==> config.mk <==
export PLATFORM = sky130hd
export DESIGN_NAME = icache_refill_router
export DESIGN_NICKNAME = d
export VERILOG_FILES = /design/src/rtl/icache_refill_router.sv
export SDC_FILE = /design/constraint.sdc
export NUM_CORES = 1
export LEC_CHECK = 0
export BUFFER_PORTS_ARGS = -buffer_cell sky130_fd_sc_hd__clkbuf_2
export CAP_MARGIN = 5
export CORE_AREA = 2 2 489 491
export DETAILED_ROUTE_END_ITERATION = 6
export DIE_AREA = 0 0 491 493
export PLACE_DENSITY_LB_ADDON = 0.15
export SYNTH_ARGS = -nofsm -noshare
export SYNTH_HDL_FRONTEND = slang
export SYNTH_SLANG_ARGS = --single-unit
==> constraint.sdc <==
create_clock -name clk_i -period 1.95 [get_ports clk_i]
set_input_delay 0.0975 -clock clk_i [delete_from_list [all_inputs] [get_ports clk_i]]
set_output_delay 0.0975 -clock clk_i [all_outputs]
set_load 0.02 [all_outputs]
==> src/rtl/icache_refill_router.sv <==
`default_nettype none
// ============================================================================
// Module  : icache_refill_router
// Routes iCache line misses to the boot ROM or the memory path and returns
// refill beats to the core, discarding stale responses after a flush.
// Rev     : 1.0
// ============================================================================
module icache_refill_router #(
  parameter int                 PADDR_W    = 40,
  parameter int                 LINE_W     = 512,
  parameter int                 NUM_BEATS  = 4,
  parameter int                 ROM_DATA_W = 128,
  parameter int                 ROM_ADDR_W = 24,
  parameter logic [PADDR_W-1:0] ROM_BASE   = 'h0,
  parameter logic [PADDR_W-1:0] ROM_SIZE   = 'h10000,
  localparam int                BEAT_W     = (NUM_BEATS > 1) ? $clog2(NUM_BEATS) : 1
) (
  input  logic                  clk_i,
  input  logic                  rstn_i,
  input  logic                  req_valid_i,
  input  logic [PADDR_W-1:0]    req_paddr_i,
  output logic                  req_ready_o,
  input  logic                  kill_i,
  output logic                  rom_req_valid_o,
  output logic [ROM_ADDR_W-1:0] rom_req_addr_o,
  input  logic                  rom_resp_valid_i,
  input  logic [ROM_DATA_W-1:0] rom_resp_data_i,
  output logic                  mem_req_valid_o,
  input  logic                  mem_req_ready_i,
  output logic [PADDR_W-1:0]    mem_req_paddr_o,
  input  logic                  mem_resp_valid_i,
  input  logic [LINE_W-1:0]     mem_resp_data_i,
  output logic                  resp_valid_o,
  output logic [LINE_W-1:0]     resp_data_o,
  output logic [BEAT_W-1:0]     resp_beat_o
);

  localparam int                 c_cnt_w     = $clog2(NUM_BEATS + 1);
  localparam logic [c_cnt_w-1:0] c_num_beats = c_cnt_w'(NUM_BEATS);
  localparam logic [BEAT_W-1:0]  c_last_beat = BEAT_W'(NUM_BEATS - 1);

  typedef enum logic [1:0] {
    ST_IDLE     = 2'd0,
    ST_ROM_WAIT = 2'd1,
    ST_MEM_REQ  = 2'd2,
    ST_MEM_WAIT = 2'd3
  } state_t;

  state_t               r_state, w_state_nxt;
  logic                 r_ghost, w_ghost_nxt;
  logic                 r_rom_stale, w_rom_stale_nxt;
  logic [c_cnt_w-1:0]   r_drain_cnt, w_drain_nxt;
  logic [BEAT_W-1:0]    r_beat, w_beat_nxt;
  logic [PADDR_W-1:0]   r_paddr;
  logic [ROM_ADDR_W-1:0] r_rom_addr;
  logic                 r_rom_pulse;
  logic                 r_resp_valid;
  logic [LINE_W-1:0]    r_resp_data;
  logic [BEAT_W-1:0]    r_resp_beat;
  logic                 w_accept;
  logic                 w_in_window;
  logic                 w_fwd_rom;
  logic                 w_fwd_mem;
  logic [PADDR_W:0]     w_off;

  // Offset from the window base at one extra bit: a set MSB means below the base.
  assign w_off       = {1'b0, req_paddr_i} - {1'b0, ROM_BASE};
  assign w_in_window = !w_off[PADDR_W] && (w_off < {1'b0, ROM_SIZE});

  assign req_ready_o = (r_state == ST_IDLE) && (r_drain_cnt == '0) && !r_rom_stale && !kill_i;
  assign w_accept    = req_valid_i && req_ready_o;

  always_comb begin
    w_state_nxt     = r_state;
    w_ghost_nxt     = r_ghost;
    w_rom_stale_nxt = r_rom_stale;
    w_drain_nxt     = r_drain_cnt;
    w_beat_nxt      = r_beat;
    w_fwd_rom       = 1'b0;
    w_fwd_mem       = 1'b0;
    case (r_state)
      ST_IDLE: begin
        w_ghost_nxt = 1'b0;
        if (mem_resp_valid_i && (r_drain_cnt != '0)) w_drain_nxt = r_drain_cnt - 1'b1;
        if (rom_resp_valid_i) w_rom_stale_nxt = 1'b0;
        if (w_accept) w_state_nxt = w_in_window ? ST_ROM_WAIT : ST_MEM_REQ;
      end
      ST_ROM_WAIT: begin
        if (kill_i) begin
          w_state_nxt     = ST_IDLE;
          w_rom_stale_nxt = !rom_resp_valid_i;
        end else if (rom_resp_valid_i) begin
          w_fwd_rom   = 1'b1;
          w_state_nxt = ST_IDLE;
        end
      end
      ST_MEM_REQ: begin
        // A killed request still completes its handshake, then its beats drain.
        if (mem_req_ready_i) begin
          if (r_ghost || kill_i) begin
            w_drain_nxt = c_num_beats;
            w_ghost_nxt = 1'b0;
            w_state_nxt = ST_IDLE;
          end else begin
            w_beat_nxt  = '0;
            w_state_nxt = ST_MEM_WAIT;
          end
        end else if (kill_i) begin
          w_ghost_nxt = 1'b1;
        end
      end
      ST_MEM_WAIT: begin
        if (kill_i) begin
          w_drain_nxt = c_num_beats - (c_cnt_w'(r_beat) + c_cnt_w'(mem_resp_valid_i));
          w_state_nxt = ST_IDLE;
        end else if (mem_resp_valid_i) begin
          w_fwd_mem = 1'b1;
          if (r_beat == c_last_beat) w_state_nxt = ST_IDLE;
          else                       w_beat_nxt  = r_beat + 1'b1;
        end
      end
      default: w_state_nxt = ST_IDLE;
    endcase
  end

  always_ff @(posedge clk_i or negedge rstn_i) begin
    if (!rstn_i) begin
      r_state      <= ST_IDLE;
      r_ghost      <= 1'b0;
      r_rom_stale  <= 1'b0;
      r_drain_cnt  <= '0;
      r_beat       <= '0;
      r_paddr      <= '0;
      r_rom_addr   <= '0;
      r_rom_pulse  <= 1'b0;
      r_resp_valid <= 1'b0;
      r_resp_data  <= '0;
      r_resp_beat  <= '0;
    end else begin
      r_state      <= w_state_nxt;
      r_ghost      <= w_ghost_nxt;
      r_rom_stale  <= w_rom_stale_nxt;
      r_drain_cnt  <= w_drain_nxt;
      r_beat       <= w_beat_nxt;
      r_rom_pulse  <= w_accept && w_in_window;
      r_resp_valid <= w_fwd_rom || w_fwd_mem;
      if (w_accept) begin
        r_paddr    <= req_paddr_i;
        r_rom_addr <= w_off[ROM_ADDR_W-1:0];
      end
      if (w_fwd_rom) begin
        r_resp_data <= LINE_W'(rom_resp_data_i);
        r_resp_beat <= '0;
      end else if (w_fwd_mem) begin
        r_resp_data <= mem_resp_data_i;
        r_resp_beat <= r_beat;
      end
    end
  end

  assign rom_req_valid_o = r_rom_pulse;
  assign rom_req_addr_o  = r_rom_addr;
  assign mem_req_valid_o = (r_state == ST_MEM_REQ);
  assign mem_req_paddr_o = r_paddr;
  assign resp_valid_o    = r_resp_valid;
  assign resp_data_o     = r_resp_data;
  assign resp_beat_o     = r_resp_beat;

endmodule
`default_nettype wire

# [Word level (Yosys, flattened, before mapping)]
# Cells that the tools add are included.
[totals] out_inout_bits=582 inputBits=687 reg_bits=589
[op_classes] n_eq_ne=20 order_cmp=1 reduce_logical=24 addsub=4 muxes=38
[ops] cell="$mux 512" count=2
[ops] cell="$lt 40x17->1 const B" count=1
[ops] cell="$mux 2" count=16
[ops] cell="$ne 2x2->1 const B" count=8
[ops] cell="$mux 3" count=4
[ops] cell="$mux 1" count=11
[ops] cell="$reduce_and 5->1" count=2
[ops] cell="$ne 3x3->1 const B" count=3
[ops] cell="$pmux 3 s3" count=1
[ops] cell="$pmux 2 s4" count=1
[ops] cell="$reduce_bool 2->1" count=4
[ops] cell="$eq 2x2->1 const B" count=3
[ops] cell="$logic_and 1x1->1" count=6
[ops] cell="$ne 2x1->1 const B" count=3
[ops] cell="$ne 3x2->1 const B" count=2
[ops] cell="$reduce_and 3->1" count=2
[ops] cell="$reduce_and 6->1" count=1
[ops] cell="$reduce_bool 3->1" count=2
[ops] cell="$pmux 1 s2" count=2
[ops] cell="$pmux 2 s2" count=1
[ops] cell="$add 2x1->3" count=1
[ops] cell="$logic_not 1->1" count=3
[ops] cell="$logic_not 3->1" count=1
[ops] cell="$sub 3x1->3 const B" count=1
[ops] cell="other kinds (5)" count=6

# [Longest topological paths before layout]
[depth] depth_word=7 ltp_mapped=8 ltp_nobuf=7

# [Worst setup path before layout]
# Ideal clock, no wire load.
[synth_timing] path_kind="register -> register" startpoint="register r_drain_cnt[0]" endpoint="register r_paddr[11], in the netlist mem_req_paddr_o[11]" stages_incl_launch_ff=8 synth_period_minus_slack_ps=2090 setup_time_ps=128 slack_ps=-140 required_time_ps=1822 t_arrival_ps=1962 path_cell_list="dfrtp_1 > inv_1 > ha_1 > or3b_1 > nor4_4 > nand2_1 > buf_2 > mux2_1"
[synth_via] elab_chain_cells=5
[synth_rtl] item="start: declaration" line="52" rtl="logic [c_cnt_w-1:0] r_drain_cnt, w_drain_nxt;"
[synth_rtl] item="start signal: assignment" line="143" rtl="r_drain_cnt <= w_drain_nxt;"
[synth_rtl] item="$logic_not 3->1" line="70" rtl="assign req_ready_o = (r_state == ST_IDLE) && (r_drain_cnt == '0) && !r_rom_stale && !kill_i;"
[synth_rtl] item="$logic_and 1x1->1 (3 in series)" line="70"
[synth_rtl] item="via req_ready_o" line="22" rtl="output logic req_ready_o,"
[synth_rtl] item="$logic_and 1x1->1" line="71" rtl="assign w_accept = req_valid_i && req_ready_o;"
[synth_rtl] item="end signal: assignment" line="148" rtl="r_paddr <= req_paddr_i;"
[synth_rtl] item="end: declaration" line="54" rtl="logic [PADDR_W-1:0] r_paddr;"
# The timed path passes the listed nets, and every way through them passes these cells.
# A chain may end at the register's enable or synchronous reset.

# [Worst setup path after layout]
[layout_timing] startpoint="register r_drain_cnt[0]" endpoint="output port req_ready_o"
[layout_via] elab_chain_cells=4
[layout_rtl] item="$logic_not 3->1" line="70"
[layout_rtl] item="$logic_and 1x1->1 (3 in series)" line="70"
[layout_rtl] item="end: declaration" line="22"
# Every way passes these cells.

==> results by group <==
Floorplan
  – Die Wd: 491 um
  – CORE AREA: between 200000 and 250000 um^2
  – Initial Util: under 10%
  – Chip height: between 400 and 500 um
  – Total die area: roughly 240000 um^2
  – Ports: between 1000 and 1500
  – # rows: ~180

Detailed routing
  – Post-DRT Antenna Nets: 0
  – Vias per cell: approximately 3.5
  – First-pass DRT Iterations: 5
  – Remaining DRCs: 0
  – Total number of vias: roughly 28000
  – First DRT Iteration DRCs: 1318
  – Aggregate routed wire length: approximately 190000 um
  – Avg WL per Cell: ~23 um

Synthesis
  – Predominant post-synthesis flop cell: dfrtp_1
  – EDFF count, synth: 0
  – Ys Warns: 0
  – Netlist Area Pre-Place: between 20000 and 25000 um^2
  – Syn avg cell area: between 9 and 10 um^2
  – Mapped Cells: around 2600
  – Synthesized flop and latch total: about 570
  – Sequential-to-total area share from yosys stat: about three fifths
  – Synthesized Nets: between 3000 and 4000
  – Distinct cells, synth: between 40 and 50
  – Async SR Flop Fraction: 100%

CTS
  – Clock-pin transition on the worst setup and hold timing paths: approximately 0.050 ns
  – Root buffer cell: clkbuf_16
  – TritonCTS clock tree: yes
  – Clock Tree Buf Depth: 3
  – H-tree Lvls: 3
  – CTS buffer count: between 80 and 90
  – Worst skew pair latency: 0.72 ns
  – Clock sinks: approximately 570

Global routing
  – Global-route wire length before repair: ~240000 um
  – Total GRT Usage: between 10% and 20%
  – Pin count of the biggest net entering global routing: 53
  – Vias in the first global route: 28900
  – Initial antenna violation count: 60
  – Grt total ovfl: 0

STA
  – RSZ-0062 raised after global routing: true
  – Fin Hold WS: between 0.1 and 0.15 ns
  – Fmax: ~460 MHz
  – Max Slew Vio Count: 0
  – Final Hold Viols: 0
  – Worst-Margin Slew: ~0.53 ns
  – Period utilization: 112%
  – # setup viols final: just under 300
  – Relative slew slack: 64.8%
  – Tmin final: 2.19 ns
  – Worst clock skew: 0.0474 ns
  – Post-route worst setup slack: -0.240 ns

Setup path
  – Critical Path Sink Type: output port
  – Worst-path cell chain: inv_2 > ha_4 > or3b_4 > nor4_4 > clkbuf_8
  – Cell family with most CP delay: simple AND/OR/NAND/NOR gates
  – WP data arrival: 2.09 ns
  – Worst path bufs/invs: 2
  – Max stage delay cell, worst path: dfrtp_1
  – WS Path Type: reg -> out
  – Critical path startpoint category: flop
  – Critical Path RT: between 1.5 and 2 ns
  – Crit path largest cell delay: approximately 0.4 ns
  – Crit-path max FO: 2

Pwr
  – Worst ir drop on vdd: about 710 uV
  – LEAKAGE: 24.4 nW
  – Pwr dens: about 1200 nW/um^2
  – Power Total: just over 60 mW

Place
  – Dpl ws: -0.0707 ns
  – Placed Cells: between 6000 and 7000
  – DP HPWL: around 130000 um
  – Port bufs: about 1300
  – Final RePlAce weighted congestion: 0.872

Finish
  – Reg area: 14100 um^2
  – Share of cells above drive strength 1: between 40 and 50%
  – Most frequent cells in the layout: clkbuf_2 (1265), nand2_1 (958), dlygate4sd3_1 (687)
  – Final nets: roughly 5400
  – Final std cells w/o fill: 7999
  – Most common cell after layout, fill and taps aside: clkbuf_2
  – Final Util: a little over a fifth
  – Filler Cells Inserted: 26500
  – Area of the multi-input gates: just over 10000 um^2
  – Syn-to-layout area delta: 116%

Run status
  – Failing checks: setup timing
  – Run status: complete, but fails checks

Flow run
  – Number of max-cap violations: 0

Hold path
  – Worst hold path type: in -> reg
-- through the flow --
stage | cell area, um^2 | TNS (ns)
2_1_floorplan | 23400 | -1.92
3_3_place_gp | 34500 | -3.17
3_5_place_dp | 34500 | -2.59
4_1_cts | 45600 | -9.80
5_1_grt | 50600 | -45.86
6_report | 50600 | -27.03
-- cells in the mapped netlist (3+ instances only) --
cell type / instances / area share, %
nor4_1: 7 / 0.19
o21ai_0: 5 / 0.11
dfrtp_1: 565 / 60
ha_1: 5 / 0.27
nor2_1: 134 / 2.1
inv_1: 6 / 0.096
buf_1: 9 / 0.14
a21oi_1: 226 / 4.8
clkbuf_1: 84 / 1.3
mux2_2: 34 / 1.6
buf_6: 28 / 1.3
buf_4: 27 / 0.87
mux2_1: 6 / 0.29
nand2_1: 1036 / 17
nand3_1: 170 / 3.6
nor3_1: 3 / 0.064
a31oi_1: 131 / 3.5
buf_2: 71 / 1.5
-- worst reg2reg max path, delay by kind of cell (launching register included) --
kind | cells | cell delay (ns)
buffers and inverters | 4 | 0.79
and+or+nand+nor | 3 | 0.79
DFF | 1 | 0.43
-- state kept, by name, indices dropped and copies added (netlist names) --
signal	count
rom_req_valid_o	1
mem_req_paddr_o	40
resp_beat_o	2
r_ghost	1
resp_data_o	512
r_rom_stale	1
r_state	2
r_drain_cnt	3
resp_valid_o	1
r_beat	2
-- worst paths after layout --
kind / startpoint / end / slack [ns] / depth (start not counted)
setup / recovery: r_drain_cnt[0]$_DFFE_PN0P_ / req_ready_o / -0.24 / 5
hold / removal: mem_resp_data_i[506] / resp_data_o[506]$_DFFE_PN0P_ / 0.12 / 4
setup reg to reg: r_state[1]$_DFFE_PN0P_ / resp_data_o[434]$_DFFE_PN0P_ / -0.19 / 7
hold reg to reg: resp_data_o[147]$_DFFE_PN0P_ / resp_data_o[147]$_DFFE_PN0P_ / 0.49 / 2
max in group asynchronous: rstn_i / mem_req_paddr_o[16]$_DFFE_PN0P_ / 1.24 / 4
min in group asynchronous: rstn_i / resp_data_o[46]$_DFFE_PN0P_ / 0.16 / 3
-- power by group --
part / total (mW) / leakage (nW) / switching [mW] / internal, mW
Clock: 16.5 / 1.44 / 6.63 / 9.85
Sequential: 19.7 / 7.37 / 3.29 / 16.5
Combinational: 26.0 / 15.5 / 16.4 / 9.64
-- cell type report --
type | instances | area share, %
timing repair buffer | 2303 | 37.8
sequential | 565 | 27.9
multi-input combinational | 1786 | 20.5
tap | 3167 | 7.83
clock buffer | 121 | 4.93
clock inverter | 31 | 0.868
antenna | 19 | 0.0940
inverter | 7 | 0.0519
-- routing by layer --
layer | GRT usage [%] | part of all wire (%) | vias up
met1 | 16.6 | 41 | 13800
met2 | 22.9 | 47 | 1092
met4 | 3.31 | 2.3 | 12
li1 | - | - | 12900
met5 | 0 | 0.045 | -
met3 | 5.61 | 8.8 | 238
-- kinds of logic (layout without fill, tap and decap cells) --
kind of cell | count (synthesis) | in the layout | share of synthesized area [%]
multiplexers | 41 | 41 | 1.97
adder cells (fa/ha/maj) | 5 | 5 | 0.267
flip-flops | 565 | 565 | 60.4
AND/OR/NAND/NOR | 1367 | 1368 | 23.3
other | 0 | 19 | 0
buffers and inverters | 226 | 2462 | 5.34
AO/OA/AOI/OAI | 372 | 372 | 8.76
-- timing repair --
item                                    4_1_cts  5_1_grt
resized for setup                           107      627
pin swaps                                    25      304
setup buffers                                24       55
hold endpoints to repair                    948        0
hold buffers                                688        0
cloned                                       20       79
endpoints found under the setup margin      131      428
No activity file was read; power rests on OpenSTA's default activity.
